**src/rtl/mau_arb_pkg.sv**
```systemverilog
// Shared definitions for the MAU arbiter slice.
//   state_t  : sequencer states (idle, command issue, wait for done, response)
//   PORT_*   : identifiers of the two requesters as latched per transaction
//   DATA_W   : address and data width of both requester ports and the MAU
package mau_arb_pkg;

    localparam int unsigned DATA_W = 32;

    localparam logic PORT_IF = 1'b0;
    localparam logic PORT_DM = 1'b1;

    typedef enum logic [1:0] {
        ST_IDLE,
        ST_ISSUE,
        ST_WAIT,
        ST_RESP
    } state_t;

endpackage

```
**src/rtl/mau_arb_priority.sv**
```systemverilog
// Grant decision between the fetch and data ports, with a data-grant streak
// counter that forces a fetch grant once MAX_DM_STREAK consecutive data
// grants have been given while fetch was waiting.
//   clk, rst_n          : clock, asynchronous active-low reset
//   idle                : sequencer is idle; grants only exist in this state
//   if_valid, dm_valid  : request valids of the two ports
//   grant_if, grant_dm  : one-hot (or none) grant for the current cycle
module mau_arb_priority #(
    parameter int unsigned MAX_DM_STREAK = 4
) (
    input  logic clk,
    input  logic rst_n,
    input  logic idle,
    input  logic if_valid,
    input  logic dm_valid,
    output logic grant_if,
    output logic grant_dm
);

    localparam logic [3:0] STREAK_MAX = 4'(MAX_DM_STREAK);

    logic [3:0] streak_q;
    logic       if_forced;

    always_comb begin
        if_forced = if_valid && (streak_q == STREAK_MAX);
        grant_dm  = idle && dm_valid && !if_forced;
        grant_if  = idle && if_valid && !grant_dm;
    end

    // The streak only measures how long fetch has been kept waiting, so any
    // idle cycle without a fetch request resets it.
    always_ff @(posedge clk or negedge rst_n) begin
        if (!rst_n) begin
            streak_q <= '0;
        end else if (idle) begin
            if (!if_valid || grant_if) begin
                streak_q <= '0;
            end else if (grant_dm && (streak_q != STREAK_MAX)) begin
                streak_q <= streak_q + 4'd1;
            end
        end
    end

endmodule

```
**src/rtl/mau_arbiter.sv**
```systemverilog
// Two-port arbiter and sequencer in front of the single-port MAU. One
// transaction at a time: accept (IDLE) -> one-cycle MAU command (ISSUE) ->
// wait for the matching done strobe or a timeout (WAIT) -> one-cycle
// response to the winning port (RESP).
//   if_*   : instruction-fetch port, read-only; ready/valid request, one-cycle
//            response strobe with data and timeout error
//   dm_*   : data port, load/store; same handshake, write responses carry 0
//   mau_*  : command, address and write data to the MAU; read data and
//            read/write done strobes back from it
module mau_arbiter
    import mau_arb_pkg::*;
#(
    parameter int unsigned TIMEOUT_CYCLES = 15,
    parameter int unsigned MAX_DM_STREAK  = 4
) (
    input  logic              clk,
    input  logic              rst_n,

    input  logic              if_req_valid,
    output logic              if_req_ready,
    input  logic [DATA_W-1:0] if_addr,
    output logic              if_rsp_valid,
    output logic [DATA_W-1:0] if_rsp_data,
    output logic              if_rsp_err,

    input  logic              dm_req_valid,
    output logic              dm_req_ready,
    input  logic              dm_req_we,
    input  logic [DATA_W-1:0] dm_addr,
    input  logic [DATA_W-1:0] dm_wdata,
    output logic              dm_rsp_valid,
    output logic [DATA_W-1:0] dm_rsp_data,
    output logic              dm_rsp_err,

    output logic              mau_mem_read,
    output logic              mau_mem_write,
    output logic [DATA_W-1:0] mau_address,
    output logic [DATA_W-1:0] mau_write_data,
    input  logic [DATA_W-1:0] mau_read_data,
    input  logic              mau_read_done,
    input  logic              mau_write_done
);

    localparam logic [7:0] TMO_LIMIT = 8'(TIMEOUT_CYCLES);

    state_t            state_q;
    logic              port_q;
    logic              we_q;
    logic [DATA_W-1:0] addr_q;
    logic [DATA_W-1:0] wdata_q;
    logic [7:0]        tmo_q;
    logic              mau_rd_q;
    logic              mau_wr_q;
    logic              if_rsp_valid_q;
    logic [DATA_W-1:0] if_rsp_data_q;
    logic              if_rsp_err_q;
    logic              dm_rsp_valid_q;
    logic [DATA_W-1:0] dm_rsp_data_q;
    logic              dm_rsp_err_q;

    logic idle;
    logic grant_if;
    logic grant_dm;
    logic done_hit;
    logic tmo_hit;

    assign idle = (state_q == ST_IDLE);

    mau_arb_priority #(
        .MAX_DM_STREAK(MAX_DM_STREAK)
    ) u_priority (
        .clk      (clk),
        .rst_n    (rst_n),
        .idle     (idle),
        .if_valid (if_req_valid),
        .dm_valid (dm_req_valid),
        .grant_if (grant_if),
        .grant_dm (grant_dm)
    );

    // Ready is combinational from the grant; it is masked by rst_n so that
    // nothing looks accepted while reset is held.
    assign if_req_ready = grant_if & rst_n;
    assign dm_req_ready = grant_dm & rst_n;

    // Only the done strobe matching the issued command completes it.
    assign done_hit = we_q ? mau_write_done : mau_read_done;
    assign tmo_hit  = (tmo_q == TMO_LIMIT);

    always_ff @(posedge clk or negedge rst_n) begin
        if (!rst_n) begin
            state_q        <= ST_IDLE;
            port_q         <= PORT_IF;
            we_q           <= 1'b0;
            addr_q         <= '0;
            wdata_q        <= '0;
            tmo_q          <= '0;
            mau_rd_q       <= 1'b0;
            mau_wr_q       <= 1'b0;
            if_rsp_valid_q <= 1'b0;
            if_rsp_data_q  <= '0;
            if_rsp_err_q   <= 1'b0;
            dm_rsp_valid_q <= 1'b0;
            dm_rsp_data_q  <= '0;
            dm_rsp_err_q   <= 1'b0;
        end else begin
            case (state_q)
                ST_IDLE: begin
                    if (grant_dm) begin
                        port_q   <= PORT_DM;
                        addr_q   <= dm_addr;
                        we_q     <= dm_req_we;
                        wdata_q  <= dm_wdata;
                        mau_rd_q <= !dm_req_we;
                        mau_wr_q <= dm_req_we;
                        state_q  <= ST_ISSUE;
                    end else if (grant_if) begin
                        port_q   <= PORT_IF;
                        addr_q   <= if_addr;
                        we_q     <= 1'b0;
                        wdata_q  <= '0;
                        mau_rd_q <= 1'b1;
                        mau_wr_q <= 1'b0;
                        state_q  <= ST_ISSUE;
                    end
                end
                ST_ISSUE: begin
                    mau_rd_q <= 1'b0;
                    mau_wr_q <= 1'b0;
                    tmo_q    <= '0;
                    state_q  <= ST_WAIT;
                end
                ST_WAIT: begin
                    // A done arriving on the last allowed cycle still wins.
                    if (done_hit || tmo_hit) begin
                        if (port_q == PORT_DM) begin
                            dm_rsp_valid_q <= 1'b1;
                            dm_rsp_data_q  <= (done_hit && !we_q) ? mau_read_data : '0;
                            dm_rsp_err_q   <= !done_hit;
                        end else begin
                            if_rsp_valid_q <= 1'b1;
                            if_rsp_data_q  <= done_hit ? mau_read_data : '0;
                            if_rsp_err_q   <= !done_hit;
                        end
                        state_q <= ST_RESP;
                    end else begin
                        tmo_q <= tmo_q + 8'd1;
                    end
                end
                ST_RESP: begin
                    if_rsp_valid_q <= 1'b0;
                    dm_rsp_valid_q <= 1'b0;
                    state_q        <= ST_IDLE;
                end
                default: begin
                    state_q <= ST_IDLE;
                end
            endcase
        end
    end

    assign mau_mem_read   = mau_rd_q;
    assign mau_mem_write  = mau_wr_q;
    assign mau_address    = addr_q;
    assign mau_write_data = wdata_q;

    assign if_rsp_valid = if_rsp_valid_q;
    assign if_rsp_data  = if_rsp_data_q;
    assign if_rsp_err   = if_rsp_err_q;
    assign dm_rsp_valid = dm_rsp_valid_q;
    assign dm_rsp_data  = dm_rsp_data_q;
    assign dm_rsp_err   = dm_rsp_err_q;

endmodule

```
**config.mk**
```make
export PLATFORM = sky130hd
export DESIGN_NAME = mau_arbiter
export DESIGN_NICKNAME = d
export VERILOG_FILES = /design/src/rtl/mau_arb_pkg.sv /design/src/rtl/mau_arb_priority.sv /design/src/rtl/mau_arbiter.sv
export SDC_FILE = /design/constraint.sdc
export NUM_CORES = 1
export LEC_CHECK = 0
export ABC_CLOCK_PERIOD_IN_PS = 1800
export BUFFER_PORTS_ARGS = -buffer_cell sky130_fd_sc_hd__buf_2
export CORE_MARGIN = 1.5
export CORE_UTILIZATION = 35
export CTS_CLUSTER_SIZE = 14
export DETAILED_ROUTE_END_ITERATION = 8
export PLACE_DENSITY = 0.76
export SYNTH_ARGS = -nofsm -noshare
export SYNTH_HDL_FRONTEND = slang
export SYNTH_SLANG_ARGS = --single-unit
export TNS_END_PERCENT = 1
```
**constraint.sdc**
```tcl
create_clock -name clk -period 1.8 [get_ports clk]
set_clock_uncertainty 0.2 [all_clocks]
set_input_delay 0.09 -clock clk [delete_from_list [all_inputs] [get_ports clk]]
set_output_delay 0.09 -clock clk [all_outputs]
set_load 0.005 [all_outputs]
```
== Yosys cells after proc, flatten, opt, wreduce, memory -nomap -nowiden ==
Cells that the tools add are included.

* Word-level logic and storage cells: 89
* Register bits after elaboration: 150
* Output and inout bits: 136

* Add/sub/neg operators: 2
* Mux-type cells: 28
* Equality and inequality tests: 11
* Bitwise operators: 3
* Reduce and logical (&&, ||, !) cells: 30

{| class="wikitable"
|+ Operator list
! operator !! number
|-
| two-way mux 32 bit || 6
|-
| one-hot mux 8 bit (2 select lines) || 1
|-
| AND reduction 3 bit || 4
|-
| two-way mux 1 bit || 10
|-
| AND reduction 2 bit || 5
|-
| nonzero test 2 bit || 5
|-
| adder 8 x 1 -> 8 bit (second input constant) || 1
|-
| equality test 8 x 4 -> 1 bit (second input constant) || 1
|-
| two-way mux 4 bit || 2
|-
| two-way mux 8 bit || 1
|-
| != test 2 bit (second input constant) || 4
|-
| one-hot mux 1 bit (2 select lines) || 4
|-
| one-hot mux 2 bit (4 select lines) || 1
|-
| logical AND 1 bit || 7
|-
| zero test 1 bit || 6
|-
| two-way mux 2 bit || 3
|-
| adder 4 x 1 -> 4 bit (second input constant) || 1
|-
| equality test 2 bit (second input constant) || 2
|-
| equality test 4 x 3 -> 1 bit (second input constant) || 1
|-
| != test 4 x 3 -> 1 bit (second input constant) || 1
|-
| != test 3 bit (second input constant) || 1
|-
| bitwise AND 1 bit || 2
|-
| equality test 2 x 1 -> 1 bit (second input constant) || 1
|-
| zero test 2 bit || 1
|-
| other kinds (2) || 3
|}

== Logic depth before layout (Yosys ltp) ==
* Depth after elaboration: 9
* Depth in mapped cells: 8

== Hierarchy ==
Synthesis repeated with hierarchy kept, for this count alone.

* Cell total of the unflattened synthesis: 611
* Area, all modules: 6,359.8 um^2

{| class="wikitable"
|+ Modules (own cells, without submodules)
! module !! times used !! area each (um^2) !! cells each
|-
| mau_arbiter || 1 || 6,090.8 || 585
|-
| mau_arb_priority || 1 || 269.0 || 26
|}

== Worst setup path before layout ==
No wires, ideal clock.

* Kind: reg-to-reg
* From: reg tmo_q[6]
* To: reg state_q[1]
* Data arrival time: 1.649 ns
* Data required time: 1.475 ns
* Path buffers: 0
* Path slack: -0.174 ns
* Stages on the path, launching flop included: 5
* Clock period less this slack: 1.974 ns
* Library setup time: 0.125 ns
* Cells stage by stage: dfrtp_1 > or3_4 > o31a_1 > a21oi_1 > mux2_2

* Longest elaborated chain between the ends: 4

{| class="wikitable"
|+ Ends and longest elaborated chain
! item !! line !! source
|-
| from (decl) || mau_arbiter.sv:51 || <nowiki>logic [7:0] tmo_q;</nowiki>
|-
| from (signal assigned) || mau_arbiter.sv:147 || <nowiki>tmo_q <= tmo_q + 8'd1;</nowiki>
|-
| equality test 8 x 4 -> 1 bit || mau_arbiter.sv:88 || <nowiki>assign tmo_hit = (tmo_q == TMO_LIMIT);</nowiki>
|-
| logical OR 1 bit || mau_arbiter.sv:135 || <nowiki>if (done_hit || tmo_hit) begin</nowiki>
|-
| != test 2 bit (no line) || n/a ||
|-
| AND reduction 2 bit (no line) || n/a ||
|-
| to (signal assigned) || mau_arbiter.sv:92 || <nowiki>state_q <= ST_IDLE;</nowiki>
|-
| to (signal assigned) || mau_arbiter.sv:131 || <nowiki>state_q <= ST_WAIT;</nowiki>
|-
| to (signal assigned) || mau_arbiter.sv:145 || <nowiki>state_q <= ST_RESP;</nowiki>
|-
| to (decl) || mau_arbiter.sv:46 || <nowiki>state_t state_q;</nowiki>
|}

Every way passes these cells.
A chain may end at the register's enable or synchronous reset.

== Worst setup path after layout ==
* From: reg u_priority.streak_q[0]
* To: out dm_req_ready

* Longest elaborated chain between the ends: 5

{| class="wikitable"
|+ Ends and longest elaborated chain
! item !! line !! source
|-
| from (decl) || mau_arb_priority.sv:22 || <nowiki>logic [3:0] streak_q;</nowiki>
|-
| from (signal assigned) || mau_arb_priority.sv:40 || <nowiki>streak_q <= streak_q + 4'd1;</nowiki>
|-
| equality test 4 x 3 -> 1 bit || mau_arb_priority.sv:26 || <nowiki>if_forced = if_valid && (streak_q == STREAK_MAX);</nowiki>
|-
| logical AND 1 bit || mau_arb_priority.sv:26 ||
|-
| zero test 1 bit || mau_arb_priority.sv:27 || <nowiki>grant_dm = idle && dm_valid && !if_forced;</nowiki>
|-
| logical AND 1 bit || mau_arb_priority.sv:27 ||
|-
| bitwise AND 1 bit || mau_arbiter.sv:84 || <nowiki>assign dm_req_ready = grant_dm & rst_n;</nowiki>
|-
| to (decl) || mau_arbiter.sv:27 || <nowiki>output logic dm_req_ready,</nowiki>
|}

Every way passes these cells.

==> impl_table.tex <==
\begin{tabular}{lr}
\hline
Metric & Value \\
\hline
\multicolumn{2}{l}{\textbf{Logic synthesis}} \\
\quad Distinct cells, synth & just over 40 \\
\quad Fraction of synthesis flops using an asynchronous set or reset pin & 1.00 \\
\quad Number of cells produced by synthesis & around 490 \\
\quad Average instance area after synthesis & 12.5 um\^{}2 \\
\quad Post-Synthesis Net Count & 630 \\
\quad Mapped cell area & 0.00610 mm\^{}2 \\
\quad Count of state elements after synthesis & 150 \\
\quad Number of synthesized flops with an enable pin & 0 \\
\quad Warning count from the yosys run & 0 \\
\quad Most frequently used flop master after synthesis & sky130\_fd\_sc\_hd\_\_dfrtp\_1 \\
\quad Sequential fraction of the synthesis area & 0.615 \\
\multicolumn{2}{l}{\textbf{Die}} \\
\quad Core box area & 0.0172 mm\^{}2 \\
\quad Std cell rows & 48 \\
\quad Overall die area & 0.0182 mm\^{}2 \\
\quad Height of the die & 135 um \\
\quad Die span in x & around 140 um \\
\quad Starting utilization of the core area & 0.355 \\
\quad Number of I/O pins & 271 \\
\multicolumn{2}{l}{\textbf{CTS}} \\
\quad Clock root cell & sky130\_fd\_sc\_hd\_\_clkbuf\_16 \\
\quad CTS tree & done \\
\quad Number of buffers inserted during clock tree synthesis & 17 \\
\quad Clock-pin slew on the worst setup and hold paths & 0.06 ns \\
\quad Count of H-tree levels built during CTS & 4 \\
\quad Clock insertion delay at the later pin of the skew report & 0.42 ns \\
\quad Sinks on Clock Net & 150 \\
\quad Clk buf depth & 2 \\
\multicolumn{2}{l}{\textbf{Global routing}} \\
\quad Maximum number of pins on one net before global-route repair & 52 \\
\quad GRT overflow & 0 \\
\quad Antenna violations before repair & 1 \\
\quad First-pass GRT wire length & 31.5 mm \\
\quad Number of global-route vias before repair & 5848 \\
\quad Overall routing resource usage & 0.224 \\
\multicolumn{2}{l}{\textbf{Timing}} \\
\quad Number of hold violations in the final report & 0 \\
\quad PnR worst setup slack & -0.170 ns \\
\quad Upper clock frequency limit & between 0.5 and 0.6 GHz \\
\quad Worst hold slack across all endpoints & 0.102 ns \\
\quad Max-slew violation count & 0 \\
\quad Unrepaired setup endpoints after global routing & true \\
\quad Final worst-path cycle share & 1.09 \\
\quad Number of endpoints failing setup at the final stage & 98 \\
\quad Final min period & slightly below 2 ns \\
\quad Transition time of the tightest slew-check pin & 0.495 ns \\
\quad Max-slew headroom & 0.670 \\
\multicolumn{2}{l}{\textbf{Worst setup path}} \\
\quad Slowest stage cell, crit path & sky130\_fd\_sc\_hd\_\_dfrtp\_1 \\
\quad Buffers \& Inverters on Critical Path & 3 \\
\quad Longest individual stage delay on the worst path & a little under 0.4 ns \\
\quad Cells along the critical path & inv\_2, ha\_4, nand4b\_1, and3\_4, buf\_12, and2\_4, buf\_6 \\
\quad Maximum fanout encountered on the critical timing path & 4 \\
\quad Data arrival time of the critical path & 1.68 ns \\
\quad Required time of the critical path & 1.51 ns \\
\quad Kind of end point of the critical path & primary output \\
\quad Stages on worst setup path & 7 \\
\quad Worst r2r path cells & 4 \\
\quad Critical path startpoint category & register \\
\quad Kind of critical path & reg2out \\
\quad Kind of cell adding the most delay to the critical path & simple AND/OR/NAND/NOR gates \\
\multicolumn{2}{l}{\textbf{Pwr}} \\
\quad Int Power & 10500 uW \\
\quad Worst vdd rail ir drop & approximately 0.00068 V \\
\quad Power share of the clock group & 0.240 \\
\quad Power density over cell area & $\sim$1500 mW/mm\^{}2 \\
\quad Logic pwr share & 0.393 \\
\quad LEAKAGE & approximately 0.0053 uW \\
\quad Sequential share of power & 0.366 \\
\quad Net switching fraction of the power & 0.339 \\
\quad NetSw & about 5400 uW \\
\multicolumn{2}{l}{\textbf{Layout}} \\
\quad Fraction of final layout cells with drive strength greater than 1 & 0.407 \\
\quad Final core utilization & 0.597 \\
\quad Synthesis-to-layout area growth & 68.0\% \\
\quad Number of nets in the layout & 1076 \\
\multicolumn{2}{l}{\textbf{Flow run}} \\
\quad Total of max-cap violations & 0 \\
\multicolumn{2}{l}{\textbf{Drt}} \\
\quad Post-route DRC violation count & 0 \\
\quad Post-DRT Antenna Nets & 0 \\
\quad First-pass DRT Iterations & 5 \\
\quad Routed WL per cell & approximately 18 um \\
\quad Iter 0 DRT Violations & 325 \\
\quad Total detailed-routing wirelength & 20.5 mm \\
\quad Routed via count & roughly 5900 \\
\quad Average vias per placed instance & 5.03 \\
\multicolumn{2}{l}{\textbf{Place}} \\
\quad Weighted congestion at the end of routability-driven global placement & 0.814 \\
\quad Number of buffers added on ports & 270 \\
\quad Sum of net half-perimeters after detailed placement & 12.4 mm \\
\multicolumn{2}{l}{\textbf{Status}} \\
\quad Result of the run & finished, violations left \\
\quad Violated checks & negative setup slack \\
\multicolumn{2}{l}{\textbf{Worst hold path}} \\
\quad Tightest Hold Check Type & in2async \\
\hline
\end{tabular}
state kept, by name (all words and copies together), names as in the netlist:
| name | cells |
|---|---|
| dm_rsp_data | 32 |
| dm_rsp_err | 1 |
| dm_rsp_valid | 1 |
| if_rsp_data | 32 |
| if_rsp_err | 1 |
| if_rsp_valid | 1 |
| mau_address | 32 |
| mau_mem_read | 1 |
| mau_mem_write | 1 |
| mau_write_data | 32 |
| port_q | 1 |
| state_q | 2 |
| tmo_q | 8 |
| u_priority.streak_q | 4 |
| we_q | 1 |
cells in the mapped netlist (3+ instances only):
cell	count	share of area
sky130_fd_sc_hd__dfrtp_1	150	0.62
sky130_fd_sc_hd__a22o_1	96	0.14
sky130_fd_sc_hd__nand2_1	43	0.026
sky130_fd_sc_hd__o21ai_0	39	0.032
sky130_fd_sc_hd__mux2i_1	35	0.057
sky130_fd_sc_hd__clkbuf_1	22	0.014
sky130_fd_sc_hd__buf_2	9	0.0074
sky130_fd_sc_hd__ha_1	8	0.016
sky130_fd_sc_hd__inv_1	8	0.0049
sky130_fd_sc_hd__nor2_1	8	0.0049
sky130_fd_sc_hd__nand2b_1	7	0.0072
sky130_fd_sc_hd__a21oi_1	6	0.0049
sky130_fd_sc_hd__nand3_1	6	0.0049
sky130_fd_sc_hd__and3_1	4	0.0041
sky130_fd_sc_hd__nor3_1	4	0.0033
sky130_fd_sc_hd__a21o_1	3	0.0037
sky130_fd_sc_hd__buf_6	3	0.0055
sky130_fd_sc_hd__o311ai_0	3	0.0043
sky130_fd_sc_hd__xnor2_1	3	0.0043
area by class of cell:
cell class	instances	area, um^2
Antenna cell	1	2.50
Clock buffer	17	425
Clock inverter	15	206
Fill cell	1298	6930
Inverter	8	30.0
Multi-Input combinational cell	294	2240
Sequential cell	150	3750
Tap cell	225	282
Timing Repair Buffer	462	3300
cell families after synthesis:
logic type / after synthesis / share of synthesized area
xor gates and xnor gates: 3 / 0.00431
muxes: 37 / 0.0611
adders and majority gates: 8 / 0.0164
buffers and inverters: 43 / 0.0320
DFF: 150 / 0.615
and+or+nand+nor: 85 / 0.0675
AOI/OAI and AO/OA: 161 / 0.203
routing by layer:
| layer | vias to the layer above | track usage | share of wire |
|---|---|---|---|
| met4 | 0 | 0.0723 | 0.020 |
| met5 | - | 0 | 0 |
| met1 | 2847 | 0.291 | 0.42 |
| met2 | 308 | 0.360 | 0.48 |
| met3 | 37 | 0.0668 | 0.084 |
| li1 | 2707 | - | - |
through the flow:
step                power (uW)  setup WS (ns)  area, um^2  cells  TNS, ns
CTS                      15700         -0.196       10200   1171    -5.35
global route             16800         -0.255       10200   1172   -15.30
floorplan                 8510        -0.0742        6130    487    -3.40
detailed placement       11400         -0.126        8100    999    -4.62
global placement         11200        -0.0557        8100    999    -1.33
finish                   15900         -0.170       10200   1172    -5.92
worst paths after layout:
| path | slack [ns] | to | startpoint |
|---|---|---|---|
| setup / recovery | -0.17 | dm_req_ready | u_priority.streak_q[0] |
| hold / removal | 0.10 | if_rsp_data[30] | rst_n |
| setup reg to reg | -0.11 | state_q[1] | tmo_q[7] |
| hold reg to reg | 0.28 | mau_address[31] | mau_address[31] |
| max in group asynchronous | 0.90 | port_q | rst_n |
| min in group clk | 0.22 | mau_write_data[13] | dm_wdata[13] |
repair_timing:
| action | 4_1_cts | 5_1_grt |
|---|---|---|
| hold buffers | 135 | 0 |
| pin swaps | 3 | 10 |
| endpoints found under the setup margin | 115 | 141 |
| gates cloned | 0 | 0 |
| hold endpoints to repair | 286 | 0 |
| resized for setup | 27 | 23 |
| setup buffers | 5 | 0 |
worst register-to-register path: stages (launching register included):
cell and delay, ns:
sky130_fd_sc_hd__dfrtp_1 0.38, sky130_fd_sc_hd__or3_4 0.43, sky130_fd_sc_hd__o31a_1 0.29, sky130_fd_sc_hd__a21oi_2 0.15, sky130_fd_sc_hd__mux2_2 0.35
layout by cell type, fill, tap and decap left out, drive strengths merged, types with 2 or more instances in the layout:
cell | Yosys | final
nand2b | 7 | 7
and3 | 4 | 4
mux2i | 35 | 35
and2 | 2 | 2
bufinv | 0 | 3
nor3b | 2 | 2
a21o | 3 | 3
o31ai | 2 | 2
ha | 8 | 8
dlygate4sd3 | 0 | 134
clkbuf | 22 | 17
inv | 8 | 17
nand3 | 7 | 7
a21oi | 6 | 6
clkinv | 0 | 3
o21ai | 40 | 40
buf | 13 | 328
xnor2 | 3 | 3
o311ai | 3 | 3
a22o | 96 | 96
nor3 | 4 | 4
nor2 | 8 | 8
a211o | 2 | 2
a31oi | 2 | 2
a311oi | 2 | 2
dfrtp | 150 | 150
nand2 | 43 | 43
mux2 | 2 | 2
o211ai | 2 | 2
nand4 | 2 | 2
power by group through the flow:
stage | Sequential, uW | Combinational [uW] | Clock, uW
3_5_place_dp | 5780 | 5640 | 0
4_1_cts | 5770 | 6100 | 3880
5_1_grt | 5960 | 6850 | 4020
3_3_place_gp | 5780 | 5450 | 0
6_report | 5810 | 6240 | 3810
2_1_floorplan | 5800 | 2710 | 0
Power figures use the tool's default switching activity.
